**src/rtl/iir_smoother_if.sv**
```systemverilog
// Sample stream into the IIR smoother and its filtered output stream.
// The producer of x uses the master modport; the filter uses the slave modport.
interface iir_smoother_if #(
  parameter int DW = 8
);
  logic          in_valid;
  logic [DW-1:0] x;
  logic [2:0]    k;
  logic [DW-1:0] y;
  logic          out_valid;
  logic          settled;

  modport master (
    output in_valid, x, k,
    input  y, out_valid, settled
  );

  modport slave (
    input  in_valid, x, k,
    output y, out_valid, settled
  );
endinterface

```
**src/rtl/iir_smoother.sv**
```systemverilog
// First-order leaky-integrator low-pass stage behind the FIR smoother.
// Primes on the first sample, then blends each new sample in by 2^-k.
module iir_smoother #(
  parameter int DW         = 8,
  parameter int FRAC       = 4,
  parameter int SETTLE_TOL = 2,
  parameter int SETTLE_CNT = 16
) (
  input  logic          clk,
  input  logic          reset,
  iir_smoother_if.slave bus
);
  localparam int AW = DW + FRAC;
  localparam int CW = $clog2(SETTLE_CNT + 1);
  localparam logic [DW-1:0] TOL      = DW'(SETTLE_TOL);
  localparam logic [CW-1:0] CNT_MAX  = CW'(SETTLE_CNT);
  localparam logic [AW-1:0] HALF_LSB = AW'(1) << (FRAC - 1);

  typedef enum logic {IDLE, RUN} state_t;

  state_t        r_state, w_state_next;
  logic [AW-1:0] r_acc, w_acc_next;
  logic [DW-1:0] r_y, w_y_next;
  logic          r_out_valid, w_out_valid_next;
  logic [CW-1:0] r_cnt, w_cnt_next;
  logic          r_settled, w_settled_next;

  // Blend datapath: acc_new always lies between acc and x<<FRAC, so truncation is safe.
  logic [AW-1:0]        w_x_scaled;
  logic signed [AW:0]   w_diff;
  logic signed [AW:0]   w_step;
  logic [AW:0]          w_sum;
  logic [AW-1:0]        w_acc_blend;
  logic [AW-1:0]        w_round;
  logic [DW-1:0]        w_y_blend;
  logic [DW-1:0]        w_err;
  logic                 w_in_tol;
  logic                 w_unused;

  assign w_x_scaled  = {bus.x, {FRAC{1'b0}}};
  assign w_diff      = $signed({1'b0, w_x_scaled}) - $signed({1'b0, r_acc});
  assign w_step      = w_diff >>> bus.k;
  assign w_sum       = {1'b0, r_acc} + $unsigned(w_step);
  assign w_acc_blend = w_sum[AW-1:0];
  assign w_round     = w_acc_blend + HALF_LSB;
  assign w_y_blend   = w_round[AW-1:FRAC];
  assign w_err       = (bus.x >= w_y_blend) ? (bus.x - w_y_blend) : (w_y_blend - bus.x);
  assign w_in_tol    = (w_err <= TOL);
  assign w_unused    = ^{w_sum[AW], w_round[FRAC-1:0]};

  always_comb begin
    // NOTE: every comb output gets a default first so no path can infer a latch.
    w_state_next     = r_state;
    w_acc_next       = r_acc;
    w_y_next         = r_y;
    w_out_valid_next = 1'b0;
    w_cnt_next       = r_cnt;
    w_settled_next   = r_settled;
    if (bus.in_valid) begin
      w_out_valid_next = 1'b1;
      case (r_state)
        IDLE: begin
          w_state_next   = RUN;
          w_acc_next     = w_x_scaled;
          w_y_next       = bus.x;
          w_cnt_next     = CW'(1);
          w_settled_next = (CW'(1) >= CNT_MAX);
        end
        RUN: begin
          w_acc_next = w_acc_blend;
          w_y_next   = w_y_blend;
          if (!w_in_tol)              w_cnt_next = '0;
          else if (r_cnt != CNT_MAX)  w_cnt_next = r_cnt + CW'(1);
          w_settled_next = (w_cnt_next >= CNT_MAX);
        end
        default: w_state_next = IDLE;
      endcase
    end
  end

  always_ff @(posedge clk) begin
    // NOTE: state registers use non-blocking assignments so all update together at the edge.
    if (reset) begin
      r_state     <= IDLE;
      r_acc       <= '0;
      r_y         <= '0;
      r_out_valid <= 1'b0;
      r_cnt       <= '0;
      r_settled   <= 1'b0;
    end else begin
      r_state     <= w_state_next;
      r_acc       <= w_acc_next;
      r_y         <= w_y_next;
      r_out_valid <= w_out_valid_next;
      r_cnt       <= w_cnt_next;
      r_settled   <= w_settled_next;
    end
  end

  assign bus.y         = r_y;
  assign bus.out_valid = r_out_valid;
  assign bus.settled   = r_settled;
endmodule
```
**src/flat_wrapper.sv**
```systemverilog
// flat-port wrapper written by rule: the top's interface ports become plain ports
module iir_smoother_flat 
#(
  parameter int DW         = 8,
  parameter int FRAC       = 4,
  parameter int SETTLE_TOL = 2,
  parameter int SETTLE_CNT = 16
)
  (clk, reset, bus_in_valid, bus_x, bus_k, bus_y, bus_out_valid, bus_settled);
  iir_smoother_if #(.DW(DW)) bus_i ();
  input  logic clk;
  input  logic reset;
  input wire logic [$bits(bus_i.in_valid)-1:0] bus_in_valid;
  input wire logic [$bits(bus_i.x)-1:0] bus_x;
  input wire logic [$bits(bus_i.k)-1:0] bus_k;
  output wire logic [$bits(bus_i.y)-1:0] bus_y;
  output wire logic [$bits(bus_i.out_valid)-1:0] bus_out_valid;
  output wire logic [$bits(bus_i.settled)-1:0] bus_settled;
  assign bus_i.in_valid = bus_in_valid;
  assign bus_i.x = bus_x;
  assign bus_i.k = bus_k;
  assign bus_y = bus_i.y;
  assign bus_out_valid = bus_i.out_valid;
  assign bus_settled = bus_i.settled;
  iir_smoother #(.DW(DW), .FRAC(FRAC), .SETTLE_TOL(SETTLE_TOL), .SETTLE_CNT(SETTLE_CNT)) u_core (.clk(clk), .reset(reset), .bus(bus_i));
endmodule
```
**config.mk**
```make
export PLATFORM = sky130hd
export DESIGN_NAME = iir_smoother_flat
export DESIGN_NICKNAME = d
export VERILOG_FILES = /design/src/rtl/iir_smoother_if.sv /design/src/rtl/iir_smoother.sv /design/src/flat_wrapper.sv
export SDC_FILE = /design/constraint.sdc
export NUM_CORES = 1
export LEC_CHECK = 0
export ABC_AREA = 1
export BUFFER_PORTS_ARGS = -buffer_cell sky130_fd_sc_hd__buf_2
export CORE_MARGIN = 3
export CORE_UTILIZATION = 40
export DETAILED_ROUTE_END_ITERATION = 12
export SLEW_MARGIN = 10
export SYNTH_ARGS = -nofsm -noshare
export SYNTH_HDL_FRONTEND = slang
export SYNTH_SLANG_ARGS = --single-unit
```
**constraint.sdc**
```tcl
create_clock -name clk -period 7.8 [get_ports clk]
set_clock_uncertainty 0.15 [all_clocks]
set_input_delay 1.56 -clock clk [delete_from_list [all_inputs] [get_ports clk]]
set_output_delay 1.56 -clock clk [all_outputs]
set_load 0.01 [all_outputs]
```
# Word level (Yosys, flattened, before mapping)
# Index checks and enable logic that the tools add are counted.
[op_classes]
n_addsub = 6
n_shift = 1
n_bitwise = 1
mux = 10
magnitude_cmp = 3
eq_ne = 1
[ops]
columns = ["cell", "n"]
rows = [
  ["$pmux W12 S2", 1],
  ["$mux W5", 4],
  ["$pmux W8 S2", 1],
  ["$sub A8 B8 Y8", 2],
  ["$sshr A13 B3 Y12", 1],
  ["$sub A12 B12 Y13", 1],
  ["$add A12 B12 Y12", 1],
  ["$add A12 B4 Y12 const B", 1],
  ["$pmux W5 S2", 1],
  ["$ge A8 B8 Y1", 1],
  ["$le A8 B2 Y1 const B", 1],
  ["$mux W8", 1],
  ["$add A5 B1 Y5 const B", 1],
  ["$ge A5 B5 Y1 const B", 1],
  ["$ne A5 B5 Y1 const B", 1],
  ["$pmux W1 S2", 1],
  ["$mux W1", 1],
  ["$not A1 Y1", 1],
]
[word_totals]
output_inout_bits = 10
regBits = 28
word_cells = 28
input_bits = 14

# Longest topological paths before layout
# Gate-level depths: netlist (run 1).
[depth]
ltp_word = 12
ltp_mapped = 39
ltp_nobuf = 39

# Worst setup path before layout (run 1)
# Ideal clock, no wire load.
[synth_path]
path_kind = "input to register"
start = "input bus_x[2]"
end = "register u_core.r_settled (netlist: u_core.bus.settled)"
path_stages = 36
setup_ns = 0.071
required_ns = 7.579
arrival_ns = 6.123
path_slack_ns = 1.456
n_path_buf = 0
cell_sequence = "ha_1 > or2_2 > nand2_1 > nand2_1 > a31oi_1 > xor2_1 > nand2_1 > o21ai_0 > nand2_1 > o21ai_0 > o21ai_0 > ha_1 > a21oi_2 > nand2_1 > nand2_2 > nand3_4 > a21oi_4 > xor2_2 > inv_2 > nand3_2 > nor2_2 > nand3b_1 > nand2_1 > inv_1 > ha_1 > nand2_1 > inv_1 > a221oi_2 > nand3_2 > inv_2 > nand2_1 > nand2_1 > nand3_1 > nor2_2 > nand4_1 > a21oi_1"
[synth_between]
elab_chain_cells = 12
elab_cells_between_ends = 14
classes_between = "add/sub (5); order compare (3); shift (1); mux (5)"
[synth_lines]
columns = ["element", "line", "text"]
rows = [
  ["start, declared", "flat_wrapper.sv:14", "input wire logic [$bits(bus_i.x)-1:0] bus_x;"],
  ["$sub A12 B12 Y13", "iir_smoother.sv:41", "assign w_diff = $signed({1'b0, w_x_scaled}) - $signed({1'b0, r_acc});"],
  ["$sshr A13 B3 Y12", "iir_smoother.sv:42", "assign w_step = w_diff >>> bus.k;"],
  ["$add A12 B12 Y12", "iir_smoother.sv:43", "assign w_sum = {1'b0, r_acc} + $unsigned(w_step);"],
  ["$add A12 B4 Y12", "iir_smoother.sv:45", "assign w_round = w_acc_blend + HALF_LSB;"],
  ["$sub A8 B8 Y8 or $ge A8 B8 Y1 (tied branches)", "iir_smoother.sv:47", "assign w_err = (bus.x >= w_y_blend) ? (bus.x - w_y_blend) : (w_y_blend - bus.x);"],
  ["$mux W8 *", "iir_smoother.sv:47", ""],
  ["$le A8 B2 Y1 *", "iir_smoother.sv:48", "assign w_in_tol = (w_err <= TOL);"],
  ["$mux W5 *", "iir_smoother.sv:72", "if (!w_in_tol) w_cnt_next = '0;"],
  ["$mux W5 *", "iir_smoother.sv:61", "case (r_state)"],
  ["$mux W5 *", "iir_smoother.sv:59", "if (bus.in_valid) begin"],
  ["$ge A5 B5 Y1 *", "iir_smoother.sv:74", "w_settled_next = (w_cnt_next >= CNT_MAX);"],
  ["$pmux W1 S2 *", "iir_smoother.sv:61", ""],
  ["end signal, assigned", "iir_smoother.sv:96", "r_settled <= w_settled_next;"],
  ["end, declared", "iir_smoother.sv:26", "logic r_settled, w_settled_next;"],
]
# Every way passes the cells marked *; elsewhere a longest branch is shown, timed or not. The select of a mux whose other input is x is not followed.
# A chain may end at the register's enable or synchronous reset.

# Worst setup path in the final report (run 1)
[layout_path]
start = "input bus_x[2]"
end = "register u_core.r_cnt[1]"
[layout_between]
elab_chain_cells = 11
elab_cells_between_ends = 13
classes_between = "add/sub (5); order compare (2); shift (1); mux (5)"
[layout_lines]
columns = ["element", "line", "text"]
rows = [
  ["$sub A12 B12 Y13", "iir_smoother.sv:41", ""],
  ["$sshr A13 B3 Y12", "iir_smoother.sv:42", ""],
  ["$add A12 B12 Y12", "iir_smoother.sv:43", ""],
  ["$add A12 B4 Y12", "iir_smoother.sv:45", ""],
  ["$sub A8 B8 Y8 or $ge A8 B8 Y1 (tied branches)", "iir_smoother.sv:47", ""],
  ["$mux W8 *", "iir_smoother.sv:47", ""],
  ["$le A8 B2 Y1 *", "iir_smoother.sv:48", ""],
  ["$mux W5 *", "iir_smoother.sv:72", ""],
  ["$mux W5 *", "iir_smoother.sv:61", ""],
  ["$mux W5 *", "iir_smoother.sv:59", ""],
  ["$pmux W5 S2 *", "iir_smoother.sv:61", ""],
  ["end signal, assigned", "iir_smoother.sv:95", "r_cnt <= w_cnt_next;"],
  ["end, declared", "iir_smoother.sv:25", "logic [CW-1:0] r_cnt, w_cnt_next;"],
]
# Marks and branches as above.

==> results, run 1 <==
- The final critical-path required period is 7.06 ns.
- Of the synthesized area, sequential elements account for 0.152.
- The buffer levels on the longest clock path is 2.
- The number of global-route vias before repair is 3284.
- The number of filler cells placed in the layout is 919.
- The least setup slack across all paths after layout is 0.736 ns.
- The sink of the worst hold path is u_core.r_cnt[3].
- In this run the worst path has a maximum fanout of 7.
- For this run, the detailed router's first-pass iteration total came to 4.
- At the worst endpoint, the arrival time is 7.13 ns.
- The pre-CTS setup slack is 0.453 ns.
- Setup repair after global routing left no endpoint under its margin.
- The slew at the pin closest to its max-slew limit is about 0.8 ns.
- The total setup buffers inserted after CTS is 0.
- The initial antenna violation count is 0.
- The hold buffer count at CTS is 0.
- The highest ir drop seen on vdd is roughly 93 uV.
- The number of cell rows is 33.
- In this run the count of I/O pins placed on the die edge is 24.
- Clock tree synthesis found a total of 27 sinks.
- The register bit count reported by yosys is 27.
- Leaving out filler cells and counting taps, the final layout contains 660.
- The final net count is 612.
- The detailed-placement wirelength estimate is 7780 um.
- The logic gate share of total power is 0.750.
- Routability-driven placement finished with a final weighted congestion of 0.989.
- The routed via count is 3526.
- The power density normalized to cell area is 262 nW/um2.
- In the global route stage, overall resource usage came out at 0.187.
- The number of pins with negative max-slew slack in the final report is 0.
- The clock tree from TritonCTS is built.
- The share of total power dissipated in sequential elements is 0.162.
- The total die area is 10000 um2.
- The total net switching power is 0.537 mW.
- Relative to the synthesized area, the layout overhead comes to 5.71%.
- The count of cells resized by post-cts repair is 0.
- Of the total power, the share spent switching nets is 0.546.
- A synthesized cell averages 6.54 um2.
- In this run the standard cell core region covers ~8400 um2.
- By instance count, the cell type seen most on the critical path is sky130_fd_sc_hd__nand2_1.
- The type of the worst setup path is input pin to flip-flop.
- The worst setup path is launched from an input pin.
- Yosys printed 0 warnings.
- The number of clock buffers added by TritonCTS is 3.
- Summed over all cells, the static leakage comes to 1.80 nW.
- The most common cell after layout, fill and taps aside is sky130_fd_sc_hd__nand2_1.
- The count of maximum capacitance violations is 0.
- After global routing the overflow that remains totals 0.
- The capturing point of the worst reg2reg path is u_core.r_cnt[1].
- The chip width is 100 um.
- Entering global routing, the biggest net connects 26 pins.
- Dividing the detail-routed wire length by the instance count gives 14.1 um.
- The remaining design rule violation count is 0.
- In this run the vertical extent of the chip is between 100 and 150 um.
- The worst reg-to-reg path cell count is 34.
- The headroom to the max-slew limit is 0.477.
- For the worst setup path, the data required time is 7.86 ns.
- The master cell of the clock root buffer is sky130_fd_sc_hd__clkbuf_8.
- The final hold violation count is 0.
- The largest single stage delay on the critical path is 0.42 ns.
- The run finished with clean final reports.
- The startpoint identified for the worst register-to-register timing path is u_core.r_acc[6].
- The number of setup violations in the final report is 0.
- The net count after synthesis is 599.
- The library cell contributing the largest single delay on the critical path is sky130_fd_sc_hd__fa_1.
- Of the total power, the clock network draws 0.087.
- The count of port buffers added during placement is 23.
- The count of flip-flops with a built-in enable after synthesis is 0.
- The average via count per standard cell is 5.34.
- The worst setup path is captured at a flip-flop.
- The clock reaches the later pin of the worst-skew pair after 0.28 ns.
- The worst hold path was traced through 2 stages.
- The path category of the worst min-delay check is flip-flop to flip-flop.
- The most instantiated flip-flop cell in the synthesis netlist is sky130_fd_sc_hd__dfxtp_1.
- Adding up every negative setup slack in the final design gives 0 ns.
- The H-tree depth is 1.
- The starting density of the core is 0.422.
- The fraction of final layout cells sized beyond drive strength 1 is 0.124.
- The post-placement cell count is 656.
- At the end of the flow the core is filled with cells to 0.446.
- The final cycle utilization of the critical path is 0.906.
- The final antenna-violating net count is 0.
- The launch point of the worst hold path is u_core.r_cnt[3].
- The detailed router finished its first iteration with between 150 and 200 violations.
- After detailed routing, the total wire length is about 9300 um.
- Of all flip-flops after synthesis, the portion carrying an async set or reset was 0.
- The first global-routing pass estimated around 16000 um of wire.
- The top cell types in the final layout, fill and taps aside, are 139 x sky130_fd_sc_hd__nand2_1, 74 x sky130_fd_sc_hd__inv_1, 41 x sky130_fd_sc_hd__a21oi_1, 39 x sky130_fd_sc_hd__ha_1, 36 x sky130_fd_sc_hd__o21ai_0.
- Timing would allow up to 142 MHz.
- The post-synthesis cell area is 3550 um2.
- The register-to-register setup slack is 1.74 ns.
- After clock tree synthesis, the clock-pin slew on the worst setup and hold paths is 0.10 ns.
- After technology mapping, the gate count stands at 543.
- The total power is 0.983 mW.
- The number of antenna cells inserted is 0.
- The number of different library cells used by synthesis comes to 48.
- The design internal power is 0.446 mW.
[cell families (layout without fill, tap and decap cells)]
logic type	count (synthesis)	count (layout)	synth area share
DFF	27	27	0.152
adders and majority gates	42	42	0.154
muxes	2	2	0.00564
xor gates and xnor gates	28	28	0.0828
and+or+nand+nor	224	224	0.285
AOI/OAI and AO/OA	122	122	0.207
buffers and inverters	98	110	0.114
[cell usage after synthesis, types with 2 or more instances]
cell                       count  area share
sky130_fd_sc_hd__xnor2_1       7       0.017
sky130_fd_sc_hd__nor2_2        3      0.0053
sky130_fd_sc_hd__inv_2         9      0.0095
sky130_fd_sc_hd__o211ai_1      3      0.0063
sky130_fd_sc_hd__clkbuf_1      9      0.0095
sky130_fd_sc_hd__xor2_2        4       0.018
sky130_fd_sc_hd__or2_2         2      0.0035
sky130_fd_sc_hd__inv_1        74       0.078
sky130_fd_sc_hd__o21bai_1      4      0.0085
sky130_fd_sc_hd__a21boi_0      2      0.0042
sky130_fd_sc_hd__o21a_1        2      0.0042
sky130_fd_sc_hd__nand2_2       5      0.0088
sky130_fd_sc_hd__buf_6         2      0.0063
sky130_fd_sc_hd__xor2_1       16       0.039
sky130_fd_sc_hd__o21ai_1       6      0.0085
sky130_fd_sc_hd__ha_1         39        0.14
sky130_fd_sc_hd__o221ai_1      2      0.0049
sky130_fd_sc_hd__a21oi_1      41       0.058
sky130_fd_sc_hd__nand3_2       3      0.0085
sky130_fd_sc_hd__a21o_1        2      0.0042
sky130_fd_sc_hd__nor2_1       19       0.020
sky130_fd_sc_hd__nand2_1     139        0.15
sky130_fd_sc_hd__nor2_4        2      0.0063
sky130_fd_sc_hd__nand4_1      13       0.023
sky130_fd_sc_hd__nor3_2        2      0.0056
sky130_fd_sc_hd__dfxtp_1      27        0.15
sky130_fd_sc_hd__a31oi_2       2      0.0070
sky130_fd_sc_hd__nand3_1      29       0.041
sky130_fd_sc_hd__a31oi_1      14       0.025
sky130_fd_sc_hd__nor3_1        2      0.0028
sky130_fd_sc_hd__a21oi_2       3      0.0074
sky130_fd_sc_hd__mux2i_1       2      0.0056
sky130_fd_sc_hd__fa_1          3       0.017
sky130_fd_sc_hd__o21ai_0      36       0.051
sky130_fd_sc_hd__buf_2         2      0.0028
[flip-flops by register name, summed over array words and instances, names as in the netlist]
register / cells
u_core.r_acc: 12
u_core.bus.settled: 1
u_core.r_state: 1
u_core.r_cnt: 4
u_core.bus.y: 8
u_core.bus.out_valid: 1
[power groups by stage]
stage	combinational [mW]	clock (mW)	sequential, mW
4_1_cts	0.731	0.0889	0.159
3_5_place_dp	0.729	0	0.162
3_3_place_gp	0.721	0	0.162
6_report	0.737	0.0860	0.160
5_1_grt	0.827	0.0958	0.161
2_1_floorplan	0.572	0	0.161
[layout make-up]
class,instances,area (um2),share of cell area
clock buffer,3,41.3,0.0110
tap,105,131,0.0350
timing repair buffer,23,115,0.0307
multi-input combinational,418,2610,0.694
clock inverter,1,7.51,0.00200
sequential,27,541,0.144
inverter,83,312,0.0830
[metal layers]
layer	share of wire	routed length (um)	global-route usage	vias to the layer above
met4	0.015	138	0.0528	0
met2	0.47	4400	0.319	77
met5	0	0	0	-
met1	0.48	4490	0.254	1621
li1	-	-	-	1816
met3	0.032	301	0.0118	12
[how the worst max path moves through the flow]
stage,start,end,slack [ns]
2_1_floorplan,bus_x[2],u_core.bus.settled,1.46
3_3_place_gp,bus_x[2],u_core.r_cnt[1],0.45
3_5_place_dp,bus_x[2],u_core.r_cnt[1],0.45
4_1_cts,bus_x[2],u_core.r_cnt[1],0.74
5_1_grt,bus_x[2],u_core.r_cnt[0],0.09
6_report,bus_x[2],u_core.r_cnt[1],0.74
[worst max-delay path, delay by kind of cell]
family                     cells  cell delay (ns)
xor gates and xnor gates       3             0.61
AOI/OAI and AO/OA              8             1.27
buffers and inverters          4             0.39
adders and majority gates      4             1.37
and+or+nand+nor               15             1.93
[stage by stage]
stage | cell area, um2 | hold WS, ns
after floorplan | 3550 | 0.295
after global placement | 3710 | 0.311
after detailed placement | 3710 | 0.318
after CTS | 3750 | 0.334
after global routing | 3750 | 0.369
final | 3750 | 0.326
Power figures use the tool's default switching activity.
==> run 2: changes to the inputs <==
- BUFFER_PORTS_ARGS: -buffer_cell sky130_fd_sc_hd__buf_2 -> default
- DONT_BUFFER_PORTS: default -> 1
==> run 2 against run 1 <==
Against the previous run:
- cell count shrank 3.5%
- combinational power shrank 3.4%
- wire length grew 0.65%
- non-clock buffer count shrank 23
- clock-buffer cell count is the same
- core utilization shrank 1.4 points
- largest cell class unchanged
- die area is the same
- global-route usage grew 0.41 points
- critical path depth grew 2
==> results, run 2 (synthesis gave the netlist of run 1 again) <==
- The run finished with clean final reports.
- Buffers inserted during clock tree synthesis total 3.
- The worst setup path is of the input pin to flip-flop kind.
- The launch point of the critical path is bus_x[2].
- For this block, the routed nets add up to between 9000 and 10000 um of wire.
- Once detail routing completed, the nets flagged for antenna violations numbered 0.
- The logic gate share of total power is 0.738.
- The remaining design rule violation count is 0.
- The overall overflow remaining after global route is 0.
- The H-tree depth is 1.
- The kind of launch point of the worst setup path is an input pin.
- The number of pins with negative max-slew slack in the final report is 0.
- The number of setup violations in the final report is 0.
- In this run the count of I/O pins placed on the die edge is 24.
- The chip width is 100 um.
- For this run, the total global-route usage over all layers was measured as 0.191.
- The hold buffer count at CTS is 0.
- The placed standard-cell area is 3590 um2.
- The library cell used most frequently in the layout, excluding fill and tap cells, is sky130_fd_sc_hd__nand2_1.
- The number of global-route vias before repair came to 3425.
- The worst register-to-register path ends at u_core.r_cnt[0].
- For this design the static power due to leakage is ~1.7 nW.
- The routed via count is 3471.
- The number of filler cells placed in the layout is 919.
- The starting density of the core is 0.422.
- In this run, placement finished with an instance count of 633.
- In the routed layout, each cell is associated on average with a via count of 5.45.
- The power density normalized to cell area is 265 nW/um2.
- The worst hold-check slack is 0.324 ns.
- The total core area is 8420 um2.
- The sequential group share of total power is 0.168.
- The total die area is between 10000 and 15000 um2.
- Gates resized during post-CTS repair numbered 0.
- In the final design database the tool counted 589 nets.
- Clock-pin slew was measured on the worst setup and hold paths at 0.11 ns.
- In this run the deepest clock path goes through 2 buffers.
- The fraction of power spent switching nets is 0.544.
- The register with the most flip-flops in the layout has 12 of them.
- The count of maximum capacitance violations is 0.
- For the finished layout, the period the worst path requires is 6.95 ns.
- The headroom to the max-slew limit is 0.435.
- The data required time of the worst path is 7.87 ns.
- The height of the die is 100 um.
- The post-route cell area is 3640 um2.
- The weighted congestion reported at the end of routability-driven placement is 0.947.
- The endpoint of the most critical setup path is u_core.r_cnt[0].
- Leaving out fill and tap cells, the most frequent cells in the layout are 139 x sky130_fd_sc_hd__nand2_1, 74 x sky130_fd_sc_hd__inv_1, 41 x sky130_fd_sc_hd__a21oi_1, 39 x sky130_fd_sc_hd__ha_1, 36 x sky130_fd_sc_hd__o21ai_0.
- In this run the critical register-to-register path is launched from u_core.r_acc[6].
- Summing all flip-flop and latch instances after layout gives 541 um2.
- The initial antenna violation count is 0.
- The path category of the worst min-delay check is flip-flop to flip-flop.
- Adding up every negative setup slack in the final design gives 0 ns.
- For this run, the detailed router's first-pass iteration total came to 5.
- The root buffer cell chosen for the clock tree is sky130_fd_sc_hd__clkbuf_8.
- The total power is slightly below 1 mW.
- The worst setup path is captured at a flip-flop.
- In the final layout, the share of cells above drive strength 1 is 0.0865.
- The number of setup buffers added after CTS is 0.
- After legalization and detailed placement, the total HPWL measured 7680 um.
- At the placement stage, the worst setup path has a slack of roughly 0.62 ns.
- The later pin in the worst-skew pair is clocked with a latency of 0.29 ns.
- The final core utilization is 0.432.
- Setup repair after global routing left no endpoint under its margin.
- The multi-input combinational cells in the finished layout cover a total of between 2000 and 3000 um2.
- The largest fanout of any net on the critical path is 8.
- In the finished design, the share of the clock period the worst path needs comes to 0.891.
- The slew at the pin closest to its max-slew limit is 0.847 ns.
- Of the total power, the clock network draws 0.094.
- Leaving out filler cells and counting taps, the final layout contains 637.
- The final hold violation count came to 0.
- On the worst path, the slowest cell contributes a delay of 0.40 ns.
- IR analysis of the VDD net gives a maximum drop of 89.4 uV.
- Data arrives at the worst endpoint at approximately 7 ns.
- Counting every sink on the clock net gives 27.
- The register-to-register setup slack is 1.66 ns.
- TritonCTS built the clock tree.
- The worst reg-to-reg path cell count is 37.
- The least setup slack across all paths after layout is 0.853 ns.
- The cell that appears most often on the critical path is sky130_fd_sc_hd__nand2_1.
- The total net switching power is 0.526 mW.
- The internal portion of the total power is 0.440 mW.
- The number of antenna cells inserted is 0.
- The number of cell rows is 33.
- Entering global routing, the biggest net connects 26 pins.
- For this design, the slowest cell found on the critical path is sky130_fd_sc_hd__ha_1.
- The routed wire length per instance is between 10 and 15 um.
- Derived from the worst setup path, the maximum achievable clock frequency is 144 MHz.
- The area growth from synthesis to layout is 2.47%.
- The worst hold path passes through 2 cells.
- Input and output buffers added on the ports amount to 0.
- The register ranked first by flip-flop count is u_core.r_acc.
- The first global-routing pass estimated 15800 um of wire.
- The detailed router finished its first iteration with 206 violations.
-- run 2: power groups by stage --
stage               clock network [mW]  registers, mW  logic (mW)
floorplan                            0          0.161       0.572
global placement                     0          0.166       0.704
detailed placement                   0          0.166       0.702
CTS                             0.0905          0.163       0.706
global route                    0.0977          0.164       0.802
finish                          0.0907          0.163       0.712
-- run 2: layout make-up --
class                   count  area share
inverters                  83      0.0856
clock buffers               3      0.0113
well taps                 105      0.0361
flip-flops and latches     27       0.149
multi-input cells         418       0.716
clock inverters             1     0.00206
-- run 2: layer usage --
layer / vias to the layer above / global-route usage / routed length [um]
met4: 0 / 0.0642 / 215
met5: - / 0 / 0
li1: 1771 / - / -
met2: 93 / 0.327 / 4320
met3: 18 / 0.0146 / 412
met1: 1589 / 0.253 / 4430
-- run 2: how the worst min path moves through the flow --
stage,from,endpoint,slack [ns]
after floorplan,u_core.r_cnt[3],u_core.r_cnt[3],0.30
after global placement,u_core.r_cnt[3],u_core.r_cnt[3],0.31
after detailed placement,u_core.r_cnt[3],u_core.r_cnt[3],0.31
after CTS,u_core.r_cnt[3],u_core.r_cnt[3],0.33
after global routing,u_core.r_cnt[3],u_core.r_cnt[3],0.37
final,u_core.r_cnt[3],u_core.r_cnt[3],0.32
-- run 2: critical path: cells and delay by family --
kind            cells  cell delay [ns]
xor+xnor            2             0.39
simple gates       18             2.15
buf+inv             5             0.42
fa+ha+maj           4             1.27
compound gates      7             1.24
